<file path="src/rtl/emulador_hcsr04.sv">
// HC-SR04 ultrasonic sensor responder.
// Answers a valid trigger pulse with an echo whose width encodes distance.
module emulador_hcsr04 #(
  parameter int TRIG_MIN      = 500,
  parameter int ATRASO        = 20000,
  parameter int CICLOS_POR_CM = 2941,
  parameter int DIST_MAX      = 400,
  parameter int TIMEOUT       = 1900000,
  parameter int RECUPERA      = 50000
) (
  input  logic       clock,
  input  logic       reset,
  input  logic       habilitar,
  input  logic       trigger,
  input  logic [8:0] distancia,
  output logic       echo,
  output logic       ocupado,
  output logic       trigger_curto,
  output logic [7:0] medidas
);

  localparam int CW = 21;

  typedef enum logic [2:0] {
    ST_ESPERA,
    ST_MEDE_TRIG,
    ST_ATRASO,
    ST_ECO,
    ST_RECUPERA
  } estado_t;

  estado_t         state_q, state_d;
  logic            trigger_d_q;
  logic [CW-1:0]   cnt_q, cnt_d;
  logic [CW-1:0]   largura_q, largura_d;
  logic            echo_q, echo_d;
  logic            ocupado_q, ocupado_d;
  logic            curto_q, curto_d;
  logic [7:0]      medidas_q, medidas_d;

  logic            subida;
  logic            fora;
  logic [CW-1:0]   produto;
  logic [CW-1:0]   largura_calc;

  assign subida       = trigger & ~trigger_d_q;
  assign produto      = CW'(distancia) * CW'(CICLOS_POR_CM);
  assign fora         = (distancia == 9'd0) ||
                        (32'(distancia) > DIST_MAX);
  assign largura_calc = fora ? CW'(TIMEOUT) : produto;

  // Next-state, counters and registered outputs of the responder FSM
  always_comb begin
    state_d   = state_q;
    cnt_d     = cnt_q;
    largura_d = largura_q;
    echo_d    = echo_q;
    curto_d   = 1'b0;
    medidas_d = medidas_q;
    unique case (state_q)
      ST_ESPERA: begin
        if (habilitar && subida) begin
          state_d = ST_MEDE_TRIG;
          cnt_d   = CW'(1);
        end
      end
      ST_MEDE_TRIG: begin
        if (trigger) begin
          if (cnt_q < CW'(TRIG_MIN))
            cnt_d = cnt_q + CW'(1);
        end else if (cnt_q >= CW'(TRIG_MIN)) begin
          state_d   = ST_ATRASO;
          cnt_d     = '0;
          largura_d = largura_calc;
        end else begin
          state_d = ST_ESPERA;
          cnt_d   = '0;
          curto_d = 1'b1;
        end
      end
      ST_ATRASO: begin
        if (cnt_q == CW'(ATRASO - 1)) begin
          state_d   = ST_ECO;
          cnt_d     = '0;
          echo_d    = 1'b1;
          medidas_d = medidas_q + 8'd1;
        end else begin
          cnt_d = cnt_q + CW'(1);
        end
      end
      ST_ECO: begin
        if (cnt_q == largura_q - CW'(1)) begin
          state_d = ST_RECUPERA;
          cnt_d   = '0;
          echo_d  = 1'b0;
        end else begin
          cnt_d = cnt_q + CW'(1);
        end
      end
      ST_RECUPERA: begin
        if (cnt_q == CW'(RECUPERA - 1)) begin
          state_d = ST_ESPERA;
          cnt_d   = '0;
        end else begin
          cnt_d = cnt_q + CW'(1);
        end
      end
      default: begin
        state_d = ST_ESPERA;
        cnt_d   = '0;
        echo_d  = 1'b0;
      end
    endcase
    ocupado_d = (state_d != ST_ESPERA);
  end

  // State and output registers with synchronous reset
  always_ff @(posedge clock) begin
    if (reset) begin
      state_q     <= ST_ESPERA;
      trigger_d_q <= 1'b0;
      cnt_q       <= '0;
      largura_q   <= '0;
      echo_q      <= 1'b0;
      ocupado_q   <= 1'b0;
      curto_q     <= 1'b0;
      medidas_q   <= '0;
    end else begin
      state_q     <= state_d;
      trigger_d_q <= trigger;
      cnt_q       <= cnt_d;
      largura_q   <= largura_d;
      echo_q      <= echo_d;
      ocupado_q   <= ocupado_d;
      curto_q     <= curto_d;
      medidas_q   <= medidas_d;
    end
  end

  assign echo          = echo_q;
  assign ocupado       = ocupado_q;
  assign trigger_curto = curto_q;
  assign medidas       = medidas_q;

endmodule

</file>
<file path="config.mk">
export PLATFORM = sky130hd
export DESIGN_NAME = emulador_hcsr04
export DESIGN_NICKNAME = d
export VERILOG_FILES = /design/src/rtl/emulador_hcsr04.sv
export SDC_FILE = /design/constraint.sdc
export NUM_CORES = 1
export LEC_CHECK = 0
export CELL_PAD_IN_SITES_DETAIL_PLACEMENT = 1
export CELL_PAD_IN_SITES_GLOBAL_PLACEMENT = 1
export CORE_UTILIZATION = 43
export CTS_CLUSTER_SIZE = 14
export DETAILED_ROUTE_END_ITERATION = 8
export GPL_TIMING_DRIVEN = 0
export PLACE_DENSITY = 0.88
export SYNTH_ARGS = -nofsm -noshare
export SYNTH_HDL_FRONTEND = slang
export SYNTH_SLANG_ARGS = --single-unit
</file>
<file path="constraint.sdc">
create_clock -name clock -period 4.6 [get_ports clock]
set_input_delay 0.69 -clock clock [delete_from_list [all_inputs] [get_ports clock]]
set_output_delay 0.69 -clock clock [all_outputs]
set_load 0.02 [all_outputs]
</file>
==> flow_metrics.tcl, run 1 <==
set metrics [dict create \
    all_layer_gr_usage 0.264 \
    timing.final.crit_period_ns 4.62 \
    crit_path_start "distancia[6]" \
    clock_root_buffer_master "clkbuf_16" \
    core.rowCount 41 \
    status "complete, but fails checks" \
    layout-area-overhead-vs-synth_pct 21.7 \
    crit_buf_inv 5 \
    synth_fp_nets 801 \
    ctsHoldBuffers 0 \
    cts_buffers 9 \
    dominant_synthesized_flop_cell "dfxtp_1" \
    finalNetCount 858 \
    via_count_of_the_first_global_routing_pass 5810 \
    floorplan.initialDensity 0.448 \
    drtIter0Drc 261 \
    drt_wl_total_um 18100 \
    peakVddDrop_uv 301 \
    detail_route.wl_per_cell_um 19.5 \
    tns_ns -0.0528 \
    fin_cells 928 \
    final_antenna_net_count 0 \
    drt_first_pass_iters 4 \
    period_share 1.01 \
    cts_tree "yes" \
    chipHeight_um 117 \
    design.die.area_mm2 0.0138 \
    power.leakage_uw 0.00298 \
    placer_s_final_routability_congestion_estimate 0.906 \
    worst-endpoint-arrival_ns 4.81 \
    final-hold-violation-count 0 \
    distinct_cell_type_count_of_the_synthesized_netlist 68 \
    critPathTopFamily "adder cells" \
    slew_headroom 0.215 \
    cp_max_fo 4 \
    startpoint_type "input pin" \
    worst_hold_startpoint "largura_q[1]" \
    clk_latency_ns 0.33 \
    failed_checks "setup timing" \
    power.net_switching_uw 1580 \
    grt.busiest_layer "met2" \
    avgViaCountPerCell 5.62 \
    synth_warnings 0 \
    remaining_drc_errors 0 \
    crit_top_cell "inv_2" \
    power.share.switching 0.420 \
    timing.critical_path.to_type "register" \
    placed_cells_incl_taps 888 \
    die-width_um 117 \
    number_of_enable_flip_flop_cells_after_synthesis 0 \
    path_clk_slew_ns 0.05 \
    global_route_track_usage_on_met3 0.0331 \
    synth-async-reset-ratio 0 \
    dr_total_vias 5214 \
    worst-setup-path-type "input pin to register" \
    clock_tree.htree_level_count 3 \
    clock_power_share 0.205 \
    hold_path.class "register to register" \
    setup_slack_ns -0.0249 \
    final_layout_size_suffix_gt1_frac 0.169 \
    power.share.combinational 0.657 \
    power_density_mw_per_mm2 540 \
    grt_use_met1 0.284 \
    groute.layer.met2.usage 0.512 \
    clock-sinks 57 \
    antenna_cells_inserted 0 \
    total_congestion_overflow 0 \
    grt_antenna_before_repair 0 \
    synthesis.instances 694 \
    cp_slowest_cell "fa_1" \
    synth_area_mm2 0.00572 \
    worstPathRequired_ns 4.79 \
    port-buffer-count 22 \
    drv_cap 0 \
    coreArea_mm2 0.0128 \
    setup_viol 3 \
    seq_area_frac_synth 0.199 \
    hpwl_after_dpl_um 13100 \
    max-clock-path-buffers 2 \
    maxSlewViolCount 0 \
    timing_worst_slew_pin_value_ns 1.17 \
    critical_path.cell_chain "buf_12 -> clkinvlp_4 -> fa_2 -> fa_1 -> inv_2 -> fa_1 -> inv_2 -> fa_2 -> inv_2 -> ha_4 -> nand2_1 -> a21oi_2 -> nor2_2 -> a31oi_2 -> a41o_1 -> o41ai_2 -> xor2_1 -> a211oi_1" \
    post_synth.cell_area_avg_um2 8.24 \
    sequentialPowerShare 0.138 \
    r2r_start "largura_q[2]" \
    cellInternalPower_uw 2180 \
    grt_first_pass_wirelength_um 29000 \
    final.setup_skew_ns 0.00540 \
    crit_path_max_incr_delay_ns 0.56 \
    max_freq_mhz 216 \
    grt_start_max_net_pins 11 \
    ys_ff_latch 57 \
    number_of_top_level_pins 24 \
    grt_setup_unrepaired "yes" \
]
[path summary, 6_finish.rpt]
check	endpoint	slack [ns]	cells after the start
setup / recovery	largura_q[20]	-0.02	18
hold / removal	largura_q[1]	0.51	2
setup reg to reg	cnt_q[19]	0.60	11
hold reg to reg	largura_q[1]	0.51	2
[stage by stage]
step            util  hold WS (ns)  total power, uW  instance area [um^2]  worst slack [ns]
2_1_floorplan      -         0.467             1740                  5750            0.0254
3_3_place_gp   0.484         0.471             2000                  6180             -1.09
3_5_place_dp   0.484         0.507             2110                  6180             -1.34
4_1_cts        0.527         0.513             3230                  6730           0.00570
5_1_grt        0.545         0.529             3980                  6960            -0.158
6_report       0.545         0.508             3760                  6960           -0.0249
[cell type report]
type	instances	area, um^2
Multi-Input combinational cell	506	4290
Fill cell	1517	5810
Sequential cell	57	1140
Clock buffer	10	239
Tap cell	172	215
Buffer	30	168
Clock inverter	6	105
Inverter	101	383
Timing Repair Buffer	46	422
[power groups by stage]
| stage | Sequential, uW | Combinational (uW) | Clock, uW |
|---|---|---|---|
| after floorplan | 525 | 1220 | 0 |
| after global placement | 528 | 1470 | 0 |
| after detailed placement | 529 | 1580 | 0 |
| after CTS | 519 | 1930 | 778 |
| after global routing | 521 | 2660 | 802 |
| final | 519 | 2470 | 772 |
[synthesized netlist by cell type, types with 3 or more instances]
master | number | area (um^2)
dfxtp_1 | 57 | 1140
a21oi_1 | 38 | 190
a311oi_1 | 4 | 35.0
a21o_1 | 8 | 60.1
nor4_1 | 6 | 37.5
nor3b_1 | 4 | 30.0
o41ai_1 | 3 | 26.3
nand2b_1 | 5 | 31.3
xor2_1 | 17 | 149
fa_1 | 41 | 821
a22o_1 | 6 | 52.6
a31oi_1 | 17 | 106
nand3_1 | 23 | 115
a211oi_1 | 10 | 75.1
nor2b_1 | 7 | 43.8
clkbuf_1 | 22 | 82.6
or3_2 | 3 | 22.5
or4_1 | 6 | 45.0
or3_1 | 9 | 56.3
buf_6 | 4 | 45.0
nor2_1 | 61 | 229
nand2_1 | 39 | 146
o2111ai_1 | 3 | 26.3
ha_1 | 53 | 663
o31ai_1 | 3 | 22.5
xnor2_1 | 27 | 236
mux2i_1 | 4 | 40.0
nor3_1 | 21 | 105
o21bai_1 | 3 | 22.5
inv_1 | 101 | 379
o21ai_0 | 24 | 120
nand4_1 | 12 | 75.1
and3_1 | 5 | 31.3
[cells by family after synthesis]
family	share of synthesized area
adders and majority gates	0.259
AOI/OAI and AO/OA	0.161
xor gates and xnor gates	0.0674
muxes	0.0109
buffers and inverters	0.0956
and+or+nand+nor	0.207
DFF	0.199
[cell usage in the layout, fill, tap and decap left out, drive strengths merged, types with 4 or more instances in the layout]
master	instances
clkbuf	34
a21oi	38
or3	12
a21o	9
nand4	12
a31oi	17
nor2b	7
xnor2	27
nand3	23
inv	100
nor2	62
mux2i	4
clkdlybuf4s50	13
nor3	21
nand2b	5
xor2	17
dfxtp	57
o21ai	28
nor4	9
ha	53
nand2	39
and3	5
a22o	6
a211oi	10
a311oi	4
nor3b	4
fa	41
buf	39
or4	8
[sequential cells by signal, summed over array words and instances (netlist names)]
signal         count
state_q            3
medidas            8
largura_q         21
cnt_q             21
ocupado            1
trigger_d_q        1
echo               1
trigger_curto      1
[worst register-to-register path, cell delays in order, from the launching register on]
cell and delay [ns]:
dfxtp_1 0.32, clkbuf_1 0.22, nor4_1 0.99, nand2_1 0.17, or4_1 0.51, a211oi_1 0.30, nand4_1 0.26, nor4b_4 0.54
nor2_4 0.16, buf_6 0.19, a22oi_2 0.14, o21ai_1 0.08
[layer usage]
layer / share of wire / vias to the layer above
met1: 0.39 / 2573
li1: - / 2500
met4: 0.028 / 0
met3: 0.027 / 37
met2: 0.56 / 104
met5: 0 / -
[timing repair]
action                                  in CTS  in global routing
resized for setup                           79                 41
endpoints found under the setup margin      11                  7
pin swaps                                   33                 38
setup buffers                               13                 12
No activity file was read; power rests on OpenSTA's default activity.
==> inputs of run 2 (changes only) <==
--- a/config.mk
+++ b/config.mk
@@ -7,11 +7,11 @@
 export LEC_CHECK = 0
 export CELL_PAD_IN_SITES_DETAIL_PLACEMENT = 1
 export CELL_PAD_IN_SITES_GLOBAL_PLACEMENT = 1
-export CORE_UTILIZATION = 43
+export CORE_UTILIZATION = 48
 export CTS_CLUSTER_SIZE = 14
 export DETAILED_ROUTE_END_ITERATION = 8
 export GPL_TIMING_DRIVEN = 0
-export PLACE_DENSITY = 0.88
+export PLACE_DENSITY = 0.92
 export SYNTH_ARGS = -nofsm -noshare
 export SYNTH_HDL_FRONTEND = slang
 export SYNTH_SLANG_ARGS = --single-unit
==> constraint.sdc (replaced) <==
create_clock -name clock -period 4.7 [get_ports clock]
set_input_delay 0.705 -clock clock [delete_from_list [all_inputs] [get_ports clock]]
set_output_delay 0.705 -clock clock [all_outputs]
set_load 0.02 [all_outputs]
==> run 2 against run 1 <==
Against the previous run: the flow finishes with violations (DRC); final cell count shrank 3.9%; wire length is 4.2% higher; count of clock-buffer cells in the layout is 1 higher; sequential power shrank 2%; setup slack gained 0.087 ns; die area is 10% lower; clock skew grew 0.0023 ns; register-to-register slack improved by 0.14 ns.
==> flow_metrics.tcl, run 2 (synthesis results as in run 1) <==
set metrics [dict create \
    final_antenna_net_count 0 \
    power.leakage_uw 0.00291 \
    port-buffer-count 22 \
    hpwl_after_dpl_um 13400 \
    grt_antenna_before_repair 0 \
    tns_ns 0 \
    failed_checks "DRC" \
    die-width_um 111 \
    timing_worst_slew_pin_value_ns 1.09 \
    reg2reg_to "cnt_q[14]" \
    worstPathRequired_ns 4.95 \
    coreArea_mm2 0.0115 \
    clock_root_buffer_master "clkbuf_16" \
    final-hold-violation-count 0 \
    worst-setup-path-type "input pin to register" \
    post_detailed_placement_cell_area_mm2 0.00614 \
    r2r_slack_ns 0.74 \
    cell_depth_of_the_worst_hold_path 2 \
    all_layer_gr_usage 0.305 \
    design.die.area_mm2 0.0124 \
    core.rowCount 39 \
    clk_latency_ns 0.34 \
    detail_route.wl_per_cell_um 21.1 \
    startpoint_type "input pin" \
    cp_max_fo 5 \
    path_clk_slew_ns 0.06 \
    avgViaCountPerCell 6.07 \
    drv_cap 0 \
    drtIter0Drc 287 \
    slew_headroom 0.267 \
    number_of_top_level_pins 24 \
    grt_start_max_net_pins 11 \
    ctsHoldBuffers 0 \
    remaining_drc_errors 2 \
    total_congestion_overflow 0 \
    grt_setup_unrepaired "yes" \
    worst_hold_startpoint "medidas[5]" \
    period_share 0.987 \
    rr_worst_depth 11 \
    final_layout_size_suffix_gt1_frac 0.143 \
    clock_tree.htree_level_count 3 \
    maxSlewViolCount 0 \
    mostFrequentLayoutCell "inv_1" \
    placer_s_final_routability_congestion_estimate 0.859 \
    clock-sinks 57 \
    finalNetCount 851 \
    pre_cts_slack_ns -1.27 \
    setup_slack_ns 0.0616 \
    hold_slack_ns 0.507 \
    r2r_start "largura_q[2]" \
    antenna_cells_inserted 0 \
    via_count_of_the_first_global_routing_pass 5878 \
    drt_first_pass_iters 7 \
    hold_path.class "register to register" \
    finalInstanceArea_mm2 0.00673 \
    peakVddDrop_uv 241 \
    layout-area-overhead-vs-synth_pct 17.7 \
    max-clock-path-buffers 2 \
    min_delay_worst_endpoint "medidas[5]" \
    status "complete, but fails checks" \
    cts_buffers 9 \
    dr_total_vias 5413 \
    floorplan.initialDensity 0.497 \
    final.setup_skew_ns 0.00766 \
    timing.final.crit_period_ns 4.64 \
    grt_first_pass_wirelength_um 29700 \
    chipHeight_um 111 \
    layout.cells.most_common_list "92 x inv_1, 58 x nor2_1, 57 x dfxtp_1" \
    timing.critical_path.to_type "register" \
    drt_wl_total_um 18800 \
    max_freq_mhz 216 \
    worst-endpoint-arrival_ns 4.89 \
    cts_tree "yes" \
    setup_viol 0 \
    power_density_mw_per_mm2 510 \
]
==> run 2: stage by stage <==
| step | std cells | total power (uW) | util |
|---|---|---|---|
| 4_1_cts | 884 | 2920 | 0.568 |
| 3_5_place_dp | 859 | 2050 | 0.533 |
| 2_1_floorplan | 694 | 1700 | - |
| 3_3_place_gp | 859 | 1940 | 0.533 |
| 5_1_grt | 892 | 3610 | 0.585 |
| 6_report | 892 | 3430 | 0.585 |
==> run 2: cell type report <==
cell class / instances / area, um^2
clock inverters: 5 / 55.1
multi-input cells: 506 / 4210
clock buffers: 11 / 243
inverters: 101 / 382
fillers: 1359 / 4780
plain buffers: 30 / 168
repair buffers: 39 / 352
flip-flops and latches: 57 / 1140
well taps: 143 / 179
==> run 2: how the worst max path moves through the flow <==
stage	startpoint	endpoint	slack [ns]	cells past startpoint
global route	distancia[3]	largura_q[18]	-0.1	18
detailed placement	distancia[6]	largura_q[20]	-1.27	18
CTS	distancia[6]	largura_q[20]	0.01	18
floorplan	distancia[6]	largura_q[20]	-0.009	17
global placement	distancia[6]	largura_q[20]	-1.08	18
finish	distancia[3]	largura_q[18]	0.06	19
==> run 2: power by group <==
group	internal, uW	switching (uW)
clock network	422	237
logic	1010	1260
registers	495	13.6
total	1930	1510
==> run 2: routing by layer <==
layer,wire length (um),share of wire,track usage
met5,0,0,0
met2,10200,0.54,0.584
met3,582,0.031,0.0405
met4,727,0.039,0.142
met1,7290,0.39,0.329
==> run 2: what timing repair did <==
action	in CTS	in global routing
buffers inserted	9	8
resized for setup	62	46
pin swaps	17	44
endpoints found under the setup margin	10	6
==> run 2: critical path: stages <==
cell	delay [ns]
buf_12	0.11
fa_2	0.59
inv_2	0.05
fa_1	0.55
inv_2	0.05
fa_1	0.51
inv_1	0.06
fa_1	0.49
inv_2	0.05
ha_4	0.29
nand2_4	0.06
nor4_4	0.28
nor2_2	0.11
a31oi_2	0.21
a41o_1	0.25
buf_6	0.12
nor2_2	0.03
xor2_1	0.17
a211oi_1	0.20
